===== config.mk =====
export PLATFORM = sky130hd
export DESIGN_NAME = instruction_fetch
export DESIGN_NICKNAME = d
export VERILOG_FILES = /design/src/rtl/instruction_fetch.sv
export SDC_FILE = /design/constraint.sdc
export NUM_CORES = 1
export LEC_CHECK = 0
export ABC_AREA = 1
export BUFFER_PORTS_ARGS = -buffer_cell sky130_fd_sc_hd__buf_2
export CAP_MARGIN = 20
export CORE_ASPECT_RATIO = 1.2
export CORE_MARGIN = 3
export CORE_UTILIZATION = 49
export CTS_CLUSTER_DIAMETER = 80
export DETAILED_ROUTE_END_ITERATION = 10
export GPL_TIMING_DRIVEN = 0
export PLACE_DENSITY = 0.73
export RECOVER_POWER = 100
export SYNTH_ARGS = -nofsm -noshare
export SYNTH_HDL_FRONTEND = slang
export SYNTH_SLANG_ARGS = --single-unit

===== constraint.sdc =====
create_clock -name clk -period 3.62 [get_ports clk]
set_input_delay 0.181 -clock clk [delete_from_list [all_inputs] [get_ports clk]]
set_output_delay 0.181 -clock clk [all_outputs]
set_load 0.02 [all_outputs]

===== src/rtl/instruction_fetch.sv =====
// PC generator and 2-entry fetch buffer in front of a synchronous-read imem.
// Optional feature macro: FETCH_PERF_CNT_EN adds saturating pop/stall counters.
//
// state | meaning
// BOOT  | first cycle after reset release, no fetch issued unless redirected
// RUN   | steady fetch, issue whenever the buffer has a free credit
module instruction_fetch #(
    parameter logic [31:0] RESET_PC   = 32'h0000_1000,
    parameter logic [31:0] IMEM_BASE  = 32'h0000_1000,
    parameter int          ADDR_WIDTH = 10
) (
    input  logic                  clk,
    input  logic                  rst_n,
    output logic [ADDR_WIDTH-1:0] imem_address,
    input  logic [31:0]           imem_data_out,
    input  logic                  redirect_valid,
    input  logic [31:0]           redirect_pc,
    output logic                  out_valid,
    input  logic                  out_ready,
    output logic [31:0]           out_instr,
    output logic [31:0]           out_pc,
    output logic                  out_fault
`ifdef FETCH_PERF_CNT_EN
    ,
    output logic [31:0]           perf_fetch_cnt,
    output logic [31:0]           perf_stall_cnt
`endif
);

    localparam int WIN_LSB = ADDR_WIDTH + 2;

    typedef enum logic {BOOT, RUN} state_t;

    typedef struct packed {
        logic        fault;
        logic [31:0] pc;
        logic [31:0] instr;
    } entry_t;

    state_t      state_q, state_d;
    logic [31:0] pc_q;
    logic [31:0] req_pc_q;
    logic        inflight_q;
    logic [1:0]  count_q;
    entry_t      fifo_q [2];

    logic [31:0] next_pc;
    logic [2:0]  occ;
    logic        pop;
    logic        push;
    logic        issue;
    entry_t      cap;

    assign next_pc      = redirect_valid ? (redirect_pc & 32'hFFFF_FFFC) : pc_q;
    assign imem_address = next_pc[WIN_LSB-1:2];

    assign out_valid = (count_q != 2'd0) && !redirect_valid;
    assign out_instr = fifo_q[0].instr;
    assign out_pc    = fifo_q[0].pc;
    assign out_fault = fifo_q[0].fault;

    assign pop  = out_valid && out_ready;
    assign push = inflight_q && !redirect_valid;
    assign occ  = {1'b0, count_q} + {2'b00, inflight_q};

    always_comb begin
        cap.fault = (req_pc_q[31:WIN_LSB] != IMEM_BASE[31:WIN_LSB]);
        cap.pc    = req_pc_q;
        cap.instr = cap.fault ? 32'h0 : imem_data_out;
    end

    always_comb begin
        state_d = state_q;
        issue   = 1'b0;
        if (state_q == BOOT)
            state_d = RUN;
        // A redirect flushes buffer and in-flight read, so it always has a credit.
        if (redirect_valid)
            issue = 1'b1;
        else if (state_q == RUN && occ < (3'd2 + {2'b00, pop}))
            issue = 1'b1;
    end

    always_ff @(posedge clk or negedge rst_n) begin
        if (!rst_n) begin
            state_q    <= BOOT;
            pc_q       <= RESET_PC;
            req_pc_q   <= '0;
            inflight_q <= 1'b0;
        end else begin
            state_q    <= state_d;
            inflight_q <= issue;
            if (issue) begin
                req_pc_q <= next_pc;
                pc_q     <= next_pc + 32'd4;
            end
        end
    end

    always_ff @(posedge clk or negedge rst_n) begin
        if (!rst_n) begin
            count_q <= 2'd0;
            for (int i = 0; i < 2; i++)
                fifo_q[i] <= '0;
        end else if (redirect_valid) begin
            count_q <= 2'd0;
        end else if (push && pop) begin
            if (count_q == 2'd2) begin
                fifo_q[0] <= fifo_q[1];
                fifo_q[1] <= cap;
            end else begin
                fifo_q[0] <= cap;
            end
        end else if (push) begin
            fifo_q[count_q[0]] <= cap;
            count_q            <= count_q + 2'd1;
        end else if (pop) begin
            // Head holds its last value when the buffer drains.
            if (count_q == 2'd2)
                fifo_q[0] <= fifo_q[1];
            count_q <= count_q - 2'd1;
        end
    end

`ifdef FETCH_PERF_CNT_EN
    always_ff @(posedge clk or negedge rst_n) begin
        if (!rst_n) begin
            perf_fetch_cnt <= '0;
            perf_stall_cnt <= '0;
        end else begin
            if (pop && perf_fetch_cnt != 32'hFFFF_FFFF)
                perf_fetch_cnt <= perf_fetch_cnt + 32'd1;
            if (out_valid && !out_ready && perf_stall_cnt != 32'hFFFF_FFFF)
                perf_stall_cnt <= perf_stall_cnt + 32'd1;
        end
    end
`endif

endmodule

; After elaboration in Yosys (flattened, before gate mapping)
; Cells that the tools add are included.
; W data, S select, Z words.
[op_classes]
addsub = 5
order_cmp = 3
n_eq_ne = 4
mux = 18
bitwise_logic = 2
n_reduce_logical = 15
[ops]
columns = cell, count
row1 = $mux W65, 7
row2 = $bwmux W130, 1
row3 = $mux W130, 1
row4 = $demux W65 S1, 1
row5 = $mux W32, 2
row6 = $add A32 B3 Y32 const B, 1
row7 = $ne A20 B1 Y1 const B, 1
row8 = $reduce_bool A3 Y1, 3
row9 = $mux W2, 4
row10 = $logic_and A1 B1 Y1, 6
row11 = $reduce_and A3 Y1, 2
row12 = $reduce_bool A2 Y1, 2
row13 = $add A2 B1 Y3, 1
row14 = $add A2 B1 Y3 const A, 1
row15 = $lt A3 B3 Y1, 1
row16 = $add A2 B1 Y2 const B, 1
row17 = $eq A2 B2 Y1 const B, 1
row18 = $ge A2 B2 Y1 const B, 1
row19 = $lt A2 B1 Y1 const B, 1
row20 = $mux W1, 2
row21 = $ne A2 B1 Y1 const B, 1
row22 = $ne A2 B2 Y1 const B, 1
row23 = $not A1 Y2, 1
row24 = $reduce_and A2 Y1, 1
row25 = other kinds (3), 3
[word_totals]
regBits = 198
input_bits = 68
out_inout_bits = 76
word_cells = 58

; Longest topological paths before layout
; Gate-level depths: netlist of run 1.
[logic_depth]
word_depth = 8
mapped_depth = 14
mapped_depth_nobuf = 13

; Least setup slack after synthesis of run 1
; No wires, ideal clock.
[synth_timing]
kind = reg2reg
from = register inflight_q
to = register pc_q[24]
setup_ps = 69
arrival_ps = 1668
required_time_ps = 3551
setup_slack_ps = 1883
path_stages_with_launch = 10
path_buffers = 1
period_less_slack_ps = 1737
cell_sequence = dfrtp_1 -> ha_1 -> ha_1 -> o21ai_1 -> nand2_2 -> nand2_4 -> inv_2 -> clkbuf_1 -> nand2_1 -> nand3_1
[synth_via]
elab_chain_cells = 5
[synth_lines]
columns = item, line
row1 = start: declaration, 43  ; logic inflight_q;
row2 = start signal: assignment, 92  ; inflight_q <= issue;
row3 = $add A2 B1 Y3, 64  ; assign occ = {1'b0, count_q} + {2'b00, inflight_q};
row4 = $lt A3 B3 Y1, 80  ; else if (state_q == RUN && occ < (3'd2 + {2'b00, pop}))
row5 = $logic_and A1 B1 Y1, 80
row6 = $mux W1, 80
row7 = $mux W1, 78  ; if (redirect_valid)
row8 = end signal: assignment, 95  ; pc_q <= next_pc + 32'd4;
row9 = end: declaration, 41  ; logic [31:0] pc_q;
; No other way between the ends.
; A chain may end at the register's enable or synchronous reset.

; Worst setup path in the final report of run 1
[layout_timing]
from = register count_q[0]
to = register fifo_q[21] in the netlist's numbering
[layout_via]
elab_chain_cells = 8
word_cells_on_any_way = 17
cone_classes = order compare: 2 / eq/ne: 2 / mux: 5 / bitwise: 1 / reduce/logical: 7
[layout_lines]
columns = item, line
row1 = start: declaration, 44  ; logic [1:0] count_q;
row2 = start signal: assignment, 116  ; count_q <= count_q + 2'd1;
row3 = start signal: assignment, 121  ; count_q <= count_q - 2'd1;
row4 = $not A1 Y2 (not written as such), 115  ; fifo_q[count_q[0]] <= cap;
row5 = $ge A2 B2 Y1 (not written as such) / $lt A2 B1 Y1 (equally long branches), 115
row6 = $logic_and A1 B1 Y1 (not written as such), 115
row7 = $mux W65 (not written as such), 115
row8 = $demux W65 S1, 115
row9 = $bwmux W130, 115
row10 = $mux W65, 114  ; end else if (push) begin
row11 = $mux W130, 107  ; end else if (push && pop) begin
row12 = end signal: indexed assignment, 115
row13 = end: declaration, 45  ; entry_t fifo_q [2];
; Parallel ways exist; a longest one is shown, timed or not. The select of a mux whose other input is x is not followed.

==> results of run 1 <==
-- final cells by class --
class	count	share of cell area, %
sequential	190	38.9
multi-input combinational	1043	38.1
buffer	155	8.11
timing repair buffer	140	5.29
clock buffer	20	3.66
tap	270	2.76
inverter	69	2.18
clock inverter	12	0.901
antenna	1	0.0205
-- where the power goes --
group          total, mW  switching (mW)  leakage, nW  internal, mW
clock network       1.82           0.849        0.275         0.972
registers           3.42           0.507         2.36          2.91
logic               3.85            2.46         3.51          1.39
total               9.09            3.81         6.14          5.28
-- through the flow --
step	worst slack (ns)	hold slack (ns)	setup TNS (ns)	std cells	total power, mW
finish	0.732	0.0245	0	1900	9.09
floorplan	1.88	-0.115	0	1457	6.20
CTS	1.36	0.0199	0	1899	9.27
detailed placement	1.38	0.235	0	1866	7.43
global placement	-0.893	0.453	-164.59	1865	7.32
global route	0.590	0.0464	0	1899	9.74
-- metal layers --
layer	share of wire [%]	vias up
li1	-	4908
met1	41	4725
met2	50	389
met3	5.9	59
met4	2.5	0
met5	0	-
-- worst max-delay path: cells and delay by family, from the launching register on --
| family | cells | cell delay [ns] |
|---|---|---|
| AND/OR/NAND/NOR | 5 | 0.86 |
| flip-flops | 1 | 0.41 |
| AO/OA/AOI/OAI | 2 | 0.36 |
| buffers and inverters | 3 | 1.17 |
-- state kept, by name, summed over array words and instances (netlist names) --
register / flops
out_instr: 32
req_pc_q: 30
pc_q: 30
count_q: 2
out_pc: 30
fifo_q: 63
out_fault: 1
inflight_q: 1
state_q: 1
-- logic make-up after synthesis --
group / count (synthesis)
compound gates: 239
simple gates: 787
other cells: 2
fa+ha+maj: 3
xor+xnor: 11
flops: 190
buf+inv: 224
-- final timing paths --
check	endpoint	cells after the start	slack [ns]
setup / recovery	fifo_q[21]	10	0.73
hold / removal	req_pc_q[6]	3	0.02
setup reg to reg	fifo_q[21]	10	0.73
hold reg to reg	pc_q[13]	2	0.48
max in group asynchronous	fifo_q[25]	3	1.31
min in group asynchronous	out_instr[16]	2	0.90
-- cells in the mapped netlist, types with 2 or more instances --
library cell	number	area, um2
sky130_fd_sc_hd__nand2_1	461	1730
sky130_fd_sc_hd__dfrtp_1	189	4730
sky130_fd_sc_hd__nor2_1	173	649
sky130_fd_sc_hd__a21oi_1	137	686
sky130_fd_sc_hd__buf_4	76	571
sky130_fd_sc_hd__nand3_1	65	325
sky130_fd_sc_hd__o21ai_0	59	295
sky130_fd_sc_hd__inv_1	58	218
sky130_fd_sc_hd__o21ai_1	34	170
sky130_fd_sc_hd__clkbuf_1	33	124
sky130_fd_sc_hd__nand4_1	33	206
sky130_fd_sc_hd__buf_2	26	130
sky130_fd_sc_hd__nand2_2	21	131
sky130_fd_sc_hd__buf_6	17	191
sky130_fd_sc_hd__nor2_2	12	75.1
sky130_fd_sc_hd__xor2_1	9	78.8
sky130_fd_sc_hd__inv_2	8	30.0
sky130_fd_sc_hd__nor2_4	7	78.8
sky130_fd_sc_hd__a31oi_1	4	25.0
sky130_fd_sc_hd__ha_1	3	37.5
sky130_fd_sc_hd__nand2_4	3	33.8
sky130_fd_sc_hd__nand3_2	3	30.0
sky130_fd_sc_hd__nor3_1	3	15.0
sky130_fd_sc_hd__buf_1	2	7.51
sky130_fd_sc_hd__clkinv_1	2	7.51
sky130_fd_sc_hd__conb_1	2	7.51
sky130_fd_sc_hd__nand3_4	2	35.0
sky130_fd_sc_hd__nand3b_1	2	15.0
sky130_fd_sc_hd__o21a_1	2	15.0
sky130_fd_sc_hd__xnor2_1	2	17.5
-- repair_timing --
action,in CTS,in global routing
gates resized for setup,0,0
hold buffers,1,0
endpoints found under the hold margin,85,0
==> impl_summary.md, run 1 <==
Outcome
The flow ran to the end, but the final reports show violations. The checks that failed: capacitance limit, slew limit.

STA
At the pin with the least slew margin, the transition time is 2.20 ns. Derived from the worst setup path, the maximum achievable clock frequency is ~350 MHz. The clock period minus worst slack is about 2.9 ns. The final clock period utilization by the worst path is between 70% and 80%. The largest clock skew in the final design is between 0.009 and 0.01 ns.

The max-slew violation count is between 80 and 90. Setup violations remaining at the end of the flow were counted as 0. Setup repair after global routing left no endpoint under its margin.

The hold violation count in the final report was 0. The worst slew margin relative to its limit is -46.5%.

Yosys
Of all flip-flops after synthesis, the portion carrying an async set or reset was between 90% and 100%. The Yosys step of the flow raised 0 warnings. The share of synthesized cell area in full adder, half adder and majority cells is less than 1%. After synthesis, flip-flops and latches occupy approximately 44% of the total area. The mapped netlist covers around 0.011 mm2. The mux cell area share after synthesis is 0%. Among all flip-flop cells after synthesis, the most frequent one is sky130_fd_sc_hd__dfrtp_1.

The per-instance average area after synthesis is 7.40 um2. The dominant combinational cell family by area after synthesis is simple AND/OR/NAND/NOR gates. Yosys mapped a number of flops with a built-in enable equal to 0.

The post-synthesis sequential element count is 190. Synthesis handed over a netlist of ~1500 instances. Counting distinct cell types in the post-synthesis netlist gives 38. The xor and xnor area share after synthesis is less than 1%. The synthesized-area fraction occupied by ao, oa, aoi and oai cells is around 11%. The post-synthesis simple-gate area fraction is around 31%.

Global routing
The total overflow left after global routing is 0. Entering global routing, the biggest net connects approximately 110 pins. Global routing consumed, over all layers together, ~26% of the routing resources. The layer with the highest usage is met2. The number of antenna violations at the first check in global routing was 0. The global routing met2 resource utilization is between 40% and 50%.

The met3 capacity usage during global routing is 3.01%. The via count of the first global-routing pass was 10100. For this run, global-route usage on met1 was measured as about a third.

The first global-routing pass estimated 50100 um of wire.

Floorplanning
The core region is 0.0213 mm2. The number of top-level design ports is ~140. The floorplan die height is between 150 and 200 um. The die covers 0.0238 mm2. The horizontal die dimension is approximately 140 um. The initial core utilization is 50.7%. In this run the core area contains 58 standard-cell rows.

Job
Across the run, the number of max-cap violations was 1.

Drt
The first detailed-routing pass ran for 5 iterations. The detailed-route via count is between 10000 and 15000. The first routing iteration left 813 violations. After detailed routing, the number of remaining DRC violations is 0.

The total detailed-routing wirelength is between 30000 and 40000 um. The number of vias per cell after detailed routing is approximately 5.3. The detail-routed net length per standard cell is between 15 and 20 um. The count of nets left with antenna violations once routing finished came out at 0.

CTS
After clock tree synthesis, the clock-pin slew on the worst setup and hold paths is roughly 0.070 ns. The depth of the CTS H-tree is 4. The number of sinks driven by the clock tree is 190. The number of clock buffers added by TritonCTS is 17. The CTS tree is done. For the worst-skew pair, the clock arrives at the later sink with an insertion delay of 0.44 ns. In this run the deepest clock path goes through 2 buffers.

The post-CTS setup-driven buffer insertion count is 0. The root buffer cell is sky130_fd_sc_hd__clkbuf_16.

Worst setup path
On the critical path, the stage with the largest delay is an instance of sky130_fd_sc_hd__clkbuf_1. STA classifies the critical path startpoint as a register. The critical path in this run is classified as reg -> reg. The worst setup path is captured at a register. The worst register-to-register path begins at count_q[0]. The startpoint of the worst setup timing path is count_q[0]. The signal arrival time at the worst endpoint is roughly 3.2 ns.

The critical path goes through inv_1, a21oi_1, nand3_1, nor2_1, nor2_1, nand2_1, clkbuf_1, clkbuf_1, nand2_1, o21ai_0. The data required time at the worst endpoint is 3.96 ns. The largest stage delay on the critical path is roughly 0.52 ns. The critical-path maximum fanout is 10.

Min path
In this run the most critical hold path is launched from redirect_pc[6]. The path class of the tightest hold or removal check is in -> reg.

Cells and area
The library cell used most frequently in the layout, excluding fill and tap cells, is sky130_fd_sc_hd__nand2_1. The top cell types in the final layout, fill and taps aside, are sky130_fd_sc_hd__nand2_1 (471), sky130_fd_sc_hd__dfrtp_1 (189), sky130_fd_sc_hd__nor2_1 (175), sky130_fd_sc_hd__a21oi_1 (138), sky130_fd_sc_hd__clkbuf_1 (118). The net count of the finished layout is 1687. Counting the fill cells in the layout gives ~2100. Cells with a size suffix above 1 make up 15.3% of the layout. The post-route core utilization is between 50% and 60%.

After routing the design area is between 0.01 and 0.015 mm2. The area taken by multi-input logic gates is ~0.0047 mm2. The area taken by flip-flops and latches is around 0.0048 mm2.

Compared with the post-synthesis result, the final layout area differs by 13.4%.

Pwr
The maximum vdd drop is around 390 uV. In this run the power density over the cells is roughly 740 mW/mm2. The leakage power is between 6 and 7 nW.

Placed design
The HPWL after detailed placement is 21600 um. The routability congestion estimate from global placement is approximately 0.92. During placement, the flow inserted port buffers numbering between 100 and 150. The instance area at placement is ~0.012 mm2.
No activity file was read; power rests on OpenSTA's default activity.
==> run 2, diff against run 1 <==
==> constraint.sdc (replaced) <==
create_clock -name clk -period 3 [get_ports clk]
set_input_delay 0.15 -clock clk [delete_from_list [all_inputs] [get_ports clk]]
set_output_delay 0.15 -clock clk [all_outputs]
set_load 0.02 [all_outputs]
==> impl_summary.md, run 2 (synthesis gave the netlist of run 1 again) <==
STA
The clock period minus worst slack is 2.56 ns (-0.330 ns). Setup repair after global routing left no endpoint under its margin. The largest clock skew in the final design is 0.00984 ns (+0.000742 ns). The worst slack on hold paths is -0.00508 ns (-0.0296 ns).

The setup-violating endpoint count in the final report was 0 (unchanged). The achievable frequency is 391 MHz (+13%). The actual slew at the worst max-slew pin is 2.20 ns (+0.00306 ns). The hold violation count in the final report is 1 (+1). The final-layout setup total negative slack came to 0 ns (unchanged). The max-slew violation count is 86 (unchanged). The setup slack after layout is 0.442 ns (-0.290 ns).

The final clock period utilization by the worst path was 85.3% (+5.5 points). The worst slew margin relative to its limit came to -46.7% (-0.20 points).

CTS
The number of sinks driven by the clock tree was 190 (unchanged). The post-CTS setup-driven buffer insertion count came to 0 (unchanged). The maximum clock insertion buffer count was 2 (unchanged). The CTS tree is done. The worst-skew pair later-pin latency is 0.44 ns (about the same). In this run the clock root is driven by a sky130_fd_sc_hd__clkbuf_16. The clock transition at the registers of the reported paths was 0.07 ns (about the same). The TritonCTS buffer count came to 17 (unchanged).

The depth of the CTS H-tree is 4 (unchanged).

Drt
The violation count after the first detailed-routing iteration was 730 (-10%). The detail-routed net length per standard cell was 16.0 um (-0.14%). The detailed-route via count was 10100 (-0.21%). The routed metal-1 wire length was 12500 um (-1.1%). The count of TritonRoute iterations in the first routing pass was 7 (+2).

The sum of met3 wire segment lengths after detailed routing is 1950 um (+8.2%). The number of vias per cell after detailed routing came to 5.29 (-0.31%). The top routing layer in use is met4. The number of nets with antenna violations after detailed routing is 0 (unchanged). The met2 wire length is 15300 um (-0.31%). The number of DRC violations after detailed routing is 0 (unchanged). The total detailed-routing wirelength was 30500 um (about the same).

Worst setup path
The data required time at the worst endpoint is 3.35 ns (-0.61 ns). The signal on the critical path passes through inv_1, nand2_1, nor2_1, nand3_1, nor2_1, clkbuf_1, nand3_1, nand2_1, nand2_1, a21oi_1. The signal arrival time at the worst endpoint came to 2.91 ns (-0.32 ns). The critical-path maximum fanout was 10 (unchanged). On the critical path the largest part of the delay comes from simple AND/OR/NAND/NOR gates. STA classifies the critical path endpoint as a register. STA classifies the critical path startpoint as a register. The start-to-end type of the worst setup path is reg -> reg. The worst reg-to-reg setup slack is 0.44 ns (-0.29 ns). The worst-path cell with the longest stage delay is sky130_fd_sc_hd__nor2_1.

The combined buffer and inverter count along the critical path is 2 (-1). The largest stage delay on the critical path was 0.47 ns (-0.05 ns). The most frequent cell on the critical path is sky130_fd_sc_hd__nand2_1.

Job
The number of violations of the max-capacitance limit was 1 (unchanged).

Cells and area
The final non-filler cell total is 1902 (+0.11%). Relative to the synthesized area, the layout overhead comes to 13.7%. fifo_q holds more flip-flops than any other register. Leaving out fill and tap cells, the most frequent cells in the layout are sky130_fd_sc_hd__nand2_1 (471), sky130_fd_sc_hd__dfrtp_1 (189), sky130_fd_sc_hd__nor2_1 (175), sky130_fd_sc_hd__a21oi_1 (138), sky130_fd_sc_hd__clkbuf_1 (113). The final instance area is 0.0123 mm2 (+0.27%). The layout cell share with drive strength beyond 1 is 15.6% (+0.29 points). The final net count was 1689 (+0.12%). The post-route core utilization is 57.6% (+0.15 points). The area taken by multi-input logic gates is 0.00466 mm2 (unchanged).

The number of filler instances in the final layout is 2092 (-0.43%). The flip-flop count of the largest register, all copies and words added was 63 (unchanged). The area taken by flip-flops and latches was 0.00476 mm2 (unchanged). The most common library cell in the layout ignoring fill and taps is sky130_fd_sc_hd__nand2_1.

Outcome
The flow ran to the end, but the final reports show violations. The final reports fail on hold timing, capacitance limit, slew limit.

Pwr
The leakage power was 6.17 nW (+0.48%). The ratio of total power to cell area was 896 mW/mm2 (+20%). The maximum vdd drop came to 476 uV (+21%). The total power after layout is 11.0 mW (+21%).

Floorplanning
The number of top-level design ports came to 144 (unchanged). The die outline area is 0.0238 mm2 (unchanged). The row count is 58 (unchanged).

The floorplan die height is 168 um (unchanged). The horizontal die dimension is 141 um (unchanged). The initial core utilization came to 50.7% (unchanged). The core footprint is 0.0213 mm2 (unchanged).

Global routing
The final global-route overflow total came to 0 (unchanged). The via count of the first global-routing pass is 10100 (+0.23%). The largest net degree at the start of global routing came to 106 (unchanged).

The global-route total usage across every layer was 26.0% (+0.042 points). The number of antenna violations at the first check in global routing is 0 (unchanged). The first-pass GRT wire length is 50100 um (+0.14%).

Placed design
The HPWL after detailed placement is 21600 um (unchanged). The placed cell count is 1866 (unchanged). The worst slack at placement came to 0.758 ns (-0.620 ns). The number of buffer cells added on primary ports is 138 (unchanged). The routability congestion estimate from global placement was 0.920 (unchanged). The instance area at placement is 0.0118 mm2 (unchanged).

Min path
The path class of the tightest hold or removal check is in -> reg.
## run 2: metal layers
layer  global-route usage [%]  up-vias
li1                         -     4904
met1                     33.0     4692
met2                     45.5      404
met3                     3.01       60
met4                     9.78        0
met5                        0        -
## run 2: final timing paths
check | from | end | cells past startpoint
max | req_pc_q[14] | out_instr[3] | 10
min | redirect_pc[4] | req_pc_q[4] | 3
max in group asynchronous | rst_n | fifo_q[26] | 3
min in group asynchronous | rst_n | out_instr[16] | 2
max reg2reg | req_pc_q[14] | out_instr[3] | 10
min reg2reg | pc_q[13] | pc_q[13] | 2
## run 2: cell type report
cell class	count	area share, %
Timing Repair Buffer	142	5.44
Clock inverter	12	0.899
Buffer	155	8.19
Sequential cell	190	38.8
Tap cell	270	2.76
Inverter	69	2.18
Multi-Input combinational cell	1043	38.0
Clock buffer	20	3.65
Antenna cell	1	0.0204
## run 2: worst register-to-register path, delay by kind of cell (launching register included)
kind / cells / cell delay (ns)
AO/OA/AOI/OAI: 1 / 0.17
buffers and inverters: 2 / 0.55
AND/OR/NAND/NOR: 7 / 1.38
flip-flops: 1 / 0.38
## run 2: report_power, final
group	leakage (nW)	total (mW)	internal, mW	switching [mW]
Clock	0.275	2.20	1.17	1.03
Combinational	3.54	4.65	1.69	2.96
Sequential	2.36	4.12	3.51	0.611
Total	6.17	11.0	6.37	4.60
## run 2: what timing repair did
item                      4_1_cts  5_1_grt
resized for setup               0        0
hold endpoints to repair       87        0
hold buffers                    3        0
